<file path="src/rtl/muldiv_unit_if.sv">
// muldiv_unit_if: operand, control and result bundle between the pipeline and
// the iterative multiply/divide unit.
interface muldiv_unit_if;
    logic        start;
    logic [1:0]  op;
    logic [31:0] busA;
    logic [31:0] busB;
    logic        hi_we;
    logic        lo_we;
    logic [31:0] wdata;
    logic [31:0] hi;
    logic [31:0] lo;
    logic        busy;
    logic        done;

    // Pipeline side: launches operations, performs MTHI/MTLO, reads HI/LO.
    modport master (
        output start, op, busA, busB, hi_we, lo_we, wdata,
        input  hi, lo, busy, done
    );

    // Unit side.
    modport slave (
        input  start, op, busA, busB, hi_we, lo_we, wdata,
        output hi, lo, busy, done
    );
endinterface

</file>
<file path="src/rtl/muldiv_unit.sv">
// muldiv_unit: 32-iteration shift-add multiplier / restoring divider owning the
// architectural HI/LO registers. All state moves on the falling clock edge so
// results land on the same edge as register-file writes.
// Optional feature: define MULDIV_DIV_EN to build DIV/DIVU; without it only
// MULT/MULTU are accepted and no divider logic exists.
module muldiv_unit (
    input  logic         clk,
    input  logic         clrn,
    muldiv_unit_if.slave mdu
);
    localparam int unsigned W     = 32;
    localparam int unsigned CNT_W = 5;
    localparam int unsigned LAST  = 31;

    typedef enum logic [1:0] {
        IDLE = 2'd0,
        RUN  = 2'd1,
        FIX  = 2'd2
    } state_t;

    state_t           state, stateNext;
    logic [CNT_W-1:0] cnt, cntNext;
    logic [W-1:0]     magB, magBNext;
    logic             negRes, negResNext;
    logic [2*W-1:0]   acc, accNext;
    logic [W-1:0]     hiR, hiNext;
    logic [W-1:0]     loR, loNext;
    logic             busyR, busyNext;
    logic             doneR, doneNext;

    logic             opSigned;
    logic             aNeg;
    logic             bNeg;
    logic [W-1:0]     magAIn;
    logic [W-1:0]     magBIn;
    logic             opValid;
    logic             acceptStart;

    logic [W:0]       mulSum;
    logic [2*W-1:0]   mulStep;
    logic [2*W-1:0]   prodFix;

`ifdef MULDIV_DIV_EN
    logic             isDiv, isDivNext;
    logic             negRem, negRemNext;
    logic [W-1:0]     rawA, rawANext;
    logic [W:0]       divUpper;
    logic             divGeq;
    logic [W-1:0]     divDiff;
    logic [2*W-1:0]   divStep;
    logic [W-1:0]     quotFix;
    logic [W-1:0]     remFix;
`endif

    // Decode launch request and form operand magnitudes and sign flags.
    always_comb begin
        opSigned = ~mdu.op[0];
        aNeg     = opSigned & mdu.busA[W-1];
        bNeg     = opSigned & mdu.busB[W-1];
        magAIn   = aNeg ? -mdu.busA : mdu.busA;
        magBIn   = bNeg ? -mdu.busB : mdu.busB;
`ifdef MULDIV_DIV_EN
        opValid  = mdu.start;
`else
        opValid  = mdu.start & ~mdu.op[1];
`endif
        acceptStart = (state == IDLE) & opValid;
    end

    // One shift-add step: multiplier sits in acc[31:0], partial product above it.
    always_comb begin
        mulSum  = acc[0] ? ({1'b0, acc[2*W-1:W]} + {1'b0, magB})
                         : {1'b0, acc[2*W-1:W]};
        mulStep = {mulSum, acc[W-1:1]};
        prodFix = negRes ? -acc : acc;
    end

`ifdef MULDIV_DIV_EN
    // One restoring divide step: remainder in acc[63:32], quotient shifts into acc[31:0].
    always_comb begin
        divUpper = acc[2*W-1:W-1];
        divGeq   = divUpper >= {1'b0, magB};
        divDiff  = divUpper[W-1:0] - magB;
        divStep  = divGeq ? {divDiff, acc[W-2:0], 1'b1}
                          : {divUpper[W-1:0], acc[W-2:0], 1'b0};
        quotFix  = negRes ? -acc[W-1:0] : acc[W-1:0];
        remFix   = negRem ? -acc[2*W-1:W] : acc[2*W-1:W];
    end
`endif

    // Next-state and next-register logic for the IDLE/RUN/FIX sequence.
    always_comb begin
        stateNext  = state;
        cntNext    = cnt;
        magBNext   = magB;
        negResNext = negRes;
        accNext    = acc;
        hiNext     = hiR;
        loNext     = loR;
        busyNext   = busyR;
        doneNext   = 1'b0;
`ifdef MULDIV_DIV_EN
        isDivNext  = isDiv;
        negRemNext = negRem;
        rawANext   = rawA;
`endif
        case (state)
            IDLE: begin
                if (acceptStart) begin
                    stateNext  = RUN;
                    cntNext    = '0;
                    magBNext   = magBIn;
                    negResNext = aNeg ^ bNeg;
                    accNext    = {W'(0), magAIn};
                    busyNext   = 1'b1;
`ifdef MULDIV_DIV_EN
                    isDivNext  = mdu.op[1];
                    negRemNext = aNeg;
                    rawANext   = mdu.busA;
`endif
                end else begin
                    // MTHI/MTLO only land when no operation is being launched.
                    if (mdu.hi_we) hiNext = mdu.wdata;
                    if (mdu.lo_we) loNext = mdu.wdata;
                end
            end
            RUN: begin
`ifdef MULDIV_DIV_EN
                accNext = isDiv ? divStep : mulStep;
`else
                accNext = mulStep;
`endif
                if (cnt == CNT_W'(LAST)) begin
                    stateNext = FIX;
                end else begin
                    cntNext = cnt + CNT_W'(1);
                end
            end
            FIX: begin
                stateNext = IDLE;
                busyNext  = 1'b0;
                doneNext  = 1'b1;
`ifdef MULDIV_DIV_EN
                if (isDiv) begin
                    // Divide by zero reports all-ones quotient and the raw dividend.
                    if (magB == '0) begin
                        hiNext = rawA;
                        loNext = '1;
                    end else begin
                        hiNext = remFix;
                        loNext = quotFix;
                    end
                end else begin
                    hiNext = prodFix[2*W-1:W];
                    loNext = prodFix[W-1:0];
                end
`else
                hiNext = prodFix[2*W-1:W];
                loNext = prodFix[W-1:0];
`endif
            end
            default: begin
                stateNext = IDLE;
                busyNext  = 1'b0;
            end
        endcase
    end

    // FSM state register.
    always_ff @(negedge clk or negedge clrn) begin
        if (!clrn) begin
            state <= IDLE;
        end else begin
            state <= stateNext;
        end
    end

    // Datapath, HI/LO and status registers.
    always_ff @(negedge clk or negedge clrn) begin
        if (!clrn) begin
            cnt    <= '0;
            magB   <= '0;
            negRes <= 1'b0;
            acc    <= '0;
            hiR    <= '0;
            loR    <= '0;
            busyR  <= 1'b0;
            doneR  <= 1'b0;
`ifdef MULDIV_DIV_EN
            isDiv  <= 1'b0;
            negRem <= 1'b0;
            rawA   <= '0;
`endif
        end else begin
            cnt    <= cntNext;
            magB   <= magBNext;
            negRes <= negResNext;
            acc    <= accNext;
            hiR    <= hiNext;
            loR    <= loNext;
            busyR  <= busyNext;
            doneR  <= doneNext;
`ifdef MULDIV_DIV_EN
            isDiv  <= isDivNext;
            negRem <= negRemNext;
            rawA   <= rawANext;
`endif
        end
    end

    assign mdu.hi   = hiR;
    assign mdu.lo   = loR;
    assign mdu.busy = busyR;
    assign mdu.done = doneR;

endmodule

</file>
<file path="src/flat_wrapper.sv">
// flat-port wrapper written by rule: the top's interface ports become plain ports
module muldiv_unit_flat 
  (clk, clrn, mdu_start, mdu_op, mdu_busA, mdu_busB, mdu_hi_we, mdu_lo_we, mdu_wdata, mdu_hi, mdu_lo, mdu_busy, mdu_done);
  muldiv_unit_if mdu_i ();
  input  logic clk;
  input  logic clrn;
  input wire logic [$bits(mdu_i.start)-1:0] mdu_start;
  input wire logic [$bits(mdu_i.op)-1:0] mdu_op;
  input wire logic [$bits(mdu_i.busA)-1:0] mdu_busA;
  input wire logic [$bits(mdu_i.busB)-1:0] mdu_busB;
  input wire logic [$bits(mdu_i.hi_we)-1:0] mdu_hi_we;
  input wire logic [$bits(mdu_i.lo_we)-1:0] mdu_lo_we;
  input wire logic [$bits(mdu_i.wdata)-1:0] mdu_wdata;
  output wire logic [$bits(mdu_i.hi)-1:0] mdu_hi;
  output wire logic [$bits(mdu_i.lo)-1:0] mdu_lo;
  output wire logic [$bits(mdu_i.busy)-1:0] mdu_busy;
  output wire logic [$bits(mdu_i.done)-1:0] mdu_done;
  assign mdu_i.start = mdu_start;
  assign mdu_i.op = mdu_op;
  assign mdu_i.busA = mdu_busA;
  assign mdu_i.busB = mdu_busB;
  assign mdu_i.hi_we = mdu_hi_we;
  assign mdu_i.lo_we = mdu_lo_we;
  assign mdu_i.wdata = mdu_wdata;
  assign mdu_hi = mdu_i.hi;
  assign mdu_lo = mdu_i.lo;
  assign mdu_busy = mdu_i.busy;
  assign mdu_done = mdu_i.done;
  muldiv_unit u_core (.clk(clk), .clrn(clrn), .mdu(mdu_i));
endmodule
</file>
<file path="config.mk">
export PLATFORM = sky130hd
export DESIGN_NAME = muldiv_unit_flat
export DESIGN_NICKNAME = d
export VERILOG_FILES = /design/src/rtl/muldiv_unit_if.sv /design/src/rtl/muldiv_unit.sv /design/src/flat_wrapper.sv
export SDC_FILE = /design/constraint.sdc
export NUM_CORES = 1
export LEC_CHECK = 0
export CAP_MARGIN = 5
export CORE_AREA = 2 2 164 166
export CTS_CLUSTER_SIZE = 25
export DETAILED_ROUTE_END_ITERATION = 7
export DIE_AREA = 0 0 166 168
export DONT_BUFFER_PORTS = 1
export GPL_ROUTABILITY_DRIVEN = 0
export PLACE_DENSITY = 0.68
export SLEW_MARGIN = 20
export SYNTH_ARGS = -nofsm -noshare
export SYNTH_HDL_FRONTEND = slang
export SYNTH_SLANG_ARGS = --single-unit
</file>
<file path="constraint.sdc">
create_clock -name clk -period 2.87 [get_ports clk]
set_clock_uncertainty 0.05 [all_clocks]
set_input_delay 0.861 -clock clk [delete_from_list [all_inputs] [get_ports clk]]
set_output_delay 0.861 -clock clk [all_outputs]
set_load 0.01 [all_outputs]
</file>
# ---- After elaboration in Yosys (flattened, before gate mapping)
# Index checks and enable logic that the tools add are counted.
dict set report classes {
  n_reduce_logical 10
  div 0
  shifts 0
  magnitude_cmp 0
  n_bitwise 8
  multipliers 0
  n_eq_ne 9
  mux 21
  addsub 5
}
# operator count
set ops {}
lappend ops {{32-bit 2-to-1 mux} 6}
lappend ops {{64-bit 2-to-1 mux} 2}
lappend ops {{32-bit case mux with 2 select lines} 2}
lappend ops {{64-bit case mux with 2 select lines} 1}
lappend ops {{32-bit negator} 2}
lappend ops {{64-bit negator} 1}
lappend ops {{32-bit by 32-bit adder with 33-bit output} 1}
lappend ops {{33-bit 2-to-1 mux} 1}
lappend ops {{5-bit 2-to-1 mux} 2}
lappend ops {{5-bit case mux with 2 select lines} 1}
lappend ops {{3-bit AND reduction} 3}
lappend ops {{2-bit inequality test (second input constant)} 4}
lappend ops {{2-bit AND reduction} 4}
lappend ops {{5-bit by 1-bit adder with 5-bit output (second input constant)} 1}
lappend ops {{5-bit == test (second input constant)} 1}
lappend ops {{1-bit AND} 4}
lappend ops {{2-bit 2-to-1 mux} 2}
lappend ops {{2-bit by 1-bit inequality test with 1-bit output (second input constant)} 2}
lappend ops {{2-bit case mux with 2 select lines} 1}
lappend ops {{2-bit nonzero test} 2}
lappend ops {{1-bit inverter} 3}
lappend ops {{2-bit by 1-bit == test with 1-bit output (second input constant)} 1}
lappend ops {{2-bit == test (second input constant)} 1}
lappend ops {{2-bit zero test} 1}
lappend ops {{3 further kinds} 4}
dict set report word_totals {
  ram_bits 0
  mem_bits_ro 0
  latch_bits 0
  memories 0
  inputBits 103
  reg_bits 170
}

# ---- Depth between registers and ports, before layout
dict set report depth {
  ltp_word 5
  depth_mapped 10
  ltp_nobuf 10
}

==> impl_results.md <==
- Status: finished, violations left
- Violated checks: setup timing
- DR iter-0 viols: between 1000 and 1500
- RR Endpoint: u_core.mdu.hi[7]
- CTS Buf Count: 17
- Pins Over Slew Limit: 0
- Pwr Total: 17.5 mW
- Yosys warning count: 0
- Hold-critical path depth: 2
- CP Class: input port to flip-flop
- Synth unique cells: 72
- Syn_nets: 1516
- Count of input and output buffers: 0
- Critical hold path startpoint: u_core.magB[16]
- H-Tree Level Count: 4
- Syn Std Cell Area: 0.0116 mm^2
- Pre-CTS setup slack: -1980 ps
- # clock sinks: 170
- Register bit total from synthesis: 170
- Total of max-cap violations: 0
- Register area share after synthesis: between 30 and 40%
- Leak Pwr: roughly 6.7 nW
- Drt pass-1 iters: 6
- Die ar.: 0.0279 mm^2
- Initial Util: between 40 and 50%
- # fillers: 2072
- Fin. Hold Viols: 0
- Final global-route overflow total: 0
- Arrival @ worst endpoint: 3190 ps
- Worst path most repeated cell: or4_4
- Post-synth EDFFs: 0
- Slew headroom: 55.6%
- CP Max Fanout: 3
- Synth area leaders: dfrtn_1 37%, o21ai_0 7.1%, xor2_1 4.9%
- Avg Cell Area, Syn: 8.44 um^2
- Worst hold endpoint: u_core.magB[16]
- Slowest CP cell: or4_4
- Number of diodes: 0
- GRT Overall Usage: 30.5%
- Root Driver: clkbuf_16
- R2R depth: 7
- Die width: about 170 um
- Slack of the worst reg-to-reg path: -190 ps
- DRC violations left: 0
- Critical Path RT: 1650 ps
- First-pass GRT wire length: ~67000 um
- Prevailing post-synth register cell: dfrtn_1
- Setup-failing EPs final: 232
- Final wirelength: between 40000 and 50000 um
- Worst flop-to-flop path startpoint: u_core.acc[18]
- Site row count: 60
- Largest net degree at the start of global routing: 171
- Max stage delay on crit path: ~530 ps
- Crit start category: input port
- Initial antenna violation count: 1
- RSZ-0062 raised after global routing: true
- FF/Latch Area: 0.00425 mm^2
- CTS max path bufs: 2
- Async S/R FF share, synth: 100%
- Crit-path cells: or4_4 -> or4_4 -> or4_4 -> or4_4 -> o31ai_4 -> xor2_1 -> o21ai_1
- HPWL after DPL: 30500 um
- Fraction of layout cells with a size suffix above 1: 32.0%
- Reg clk slew, reported paths: 50 ps
- Post-synth top area share: 36.6%
- Peak supply drop: 0.000504 V
- P per Cell Area: ~1100 mW/mm^2
- Post-synthesis cell count: around 1400
- IO Count: 169
- Synth-to-layout area growth: 39.7%
- Nets@finish: 1685
- Multi-input logic area: 0.00840 mm^2
- Routed vias/inst: 6.48
- Core area: 0.0264 mm^2
- Yosys top cell by area: dfrtn_1
- CTS Hold Bufs: 0
- Antenna Violating Nets Remaining: 0
- Vias in the first global route: 11900
- Count leader, synth: dfrtn_1
- Hold WC Path Type: flip-flop to flip-flop
- Setup crit end kind: flip-flop
- Worst-Margin Slew: about 660 ps
- Routed wire length per instance: 23.4 um
- Clock Latency Late Sink: 410 ps
- Die height: 168 um
- Vias: 12300
- CTS tree: done
- Slack of the critical path: -1540 ps
- Top post-synthesis cells by count: 170 x dfrtn_1, 164 x o21ai_0, 138 x nand2_1, 107 x nor2_1, 85 x a21oi_1
## state kept, by name, indices dropped and copies added, names as in the netlist
signal           cells
u_core.mdu.done      1
u_core.cnt           5
u_core.negRes        1
u_core.state         2
u_core.mdu.hi       32
u_core.magB         32
u_core.acc          64
u_core.mdu.lo       32
u_core.mdu.busy      1
## per-layer routing
| layer | GRT usage, % | share of wire (%) |
|---|---|---|
| met4 | 15.0 | 5.1 |
| met1 | 39.9 | 40 |
| met2 | 47.3 | 45 |
| met3 | 7.52 | 10 |
| met5 | 0 | 0.029 |
## power by group
group	leakage (nW)	total [mW]	internal, mW	switching, mW
combinational	4.28	9.86	4.37	5.48
clock	0.301	2.52	1.46	1.05
sequential	2.10	5.12	3.61	1.51
total	6.68	17.5	9.45	8.05
## worst max path at each step
| stage | from | end | cells after the start |
|---|---|---|---|
| after floorplan | mdu_busB[14] | u_core.magB[25] | 7 |
| after global routing | mdu_busB[14] | u_core.magB[25] | 7 |
| final | mdu_busB[14] | u_core.magB[25] | 7 |
| after global placement | mdu_busB[14] | u_core.magB[25] | 7 |
| after CTS | mdu_busB[14] | u_core.magB[25] | 7 |
| after detailed placement | mdu_busB[14] | u_core.magB[25] | 7 |
## area by class of cell
class                      count  share of cell area [%]
sequential                   170                    26.2
tap                          341                    2.63
clock buffer                  18                    2.65
multi-input combinational   1103                    51.7
inverter                      22                   0.540
clock inverter                14                    1.20
timing repair buffer         230                    15.0
## logic make-up after synthesis
kind of cell	after synthesis	share of synthesized area (%)
xor+xnor	109	8.22
buf+inv	107	3.48
mux	26	2.28
flops	170	36.6
simple gates	460	19.6
compound gates	465	25.6
fa+ha+maj	38	4.16
## metrics by stage
stage / hold WS [ps] / util (%) / instance area, um^2 / cells / TNS (ps)
floorplan: 363 / - / 12300 / 1375 / -133130
global placement: 385 / 51.2 / 13500 / 1793 / -145350
detailed placement: 392 / 51.2 / 13500 / 1793 / -148500
CTS: 390 / 58.8 / 15500 / 1880 / -108350
global route: 410 / 61.6 / 16200 / 1898 / -124190
finish: 384 / 61.6 / 16200 / 1898 / -115380
## layout by cell type, fill, tap and decap left out, drive strengths merged, types with 21 or more instances in the layout
| cell | synthesis | layout |
|---|---|---|
| mux2i | 22 | 22 |
| or3 | 26 | 26 |
| a22oi | 42 | 42 |
| nor4 | 22 | 22 |
| nor2 | 107 | 110 |
| inv | 21 | 24 |
| xnor2 | 44 | 44 |
| buf | 8 | 226 |
| dfrtn | 170 | 170 |
| or4 | 21 | 21 |
| clkbuf | 77 | 21 |
| a21oi | 85 | 85 |
| o21ai | 167 | 167 |
| nand3 | 39 | 39 |
| nand2 | 138 | 138 |
| nor3 | 36 | 36 |
| xor2 | 65 | 65 |
| ha | 37 | 37 |
## what timing repair did
action	4_1_cts	5_1_grt
pin swaps	70	75
gates resized for setup	202	146
buffers inserted	41	35
endpoints found under the setup margin	228	233
gates cloned	17	2
## worst max-delay path: cells and delay by family
family,cells,cell delay (ps)
and+or+nand+nor,4,1910
AOI/OAI and AO/OA,2,250
xor gates and xnor gates,1,160
No activity file was read; power rests on OpenSTA's default activity.
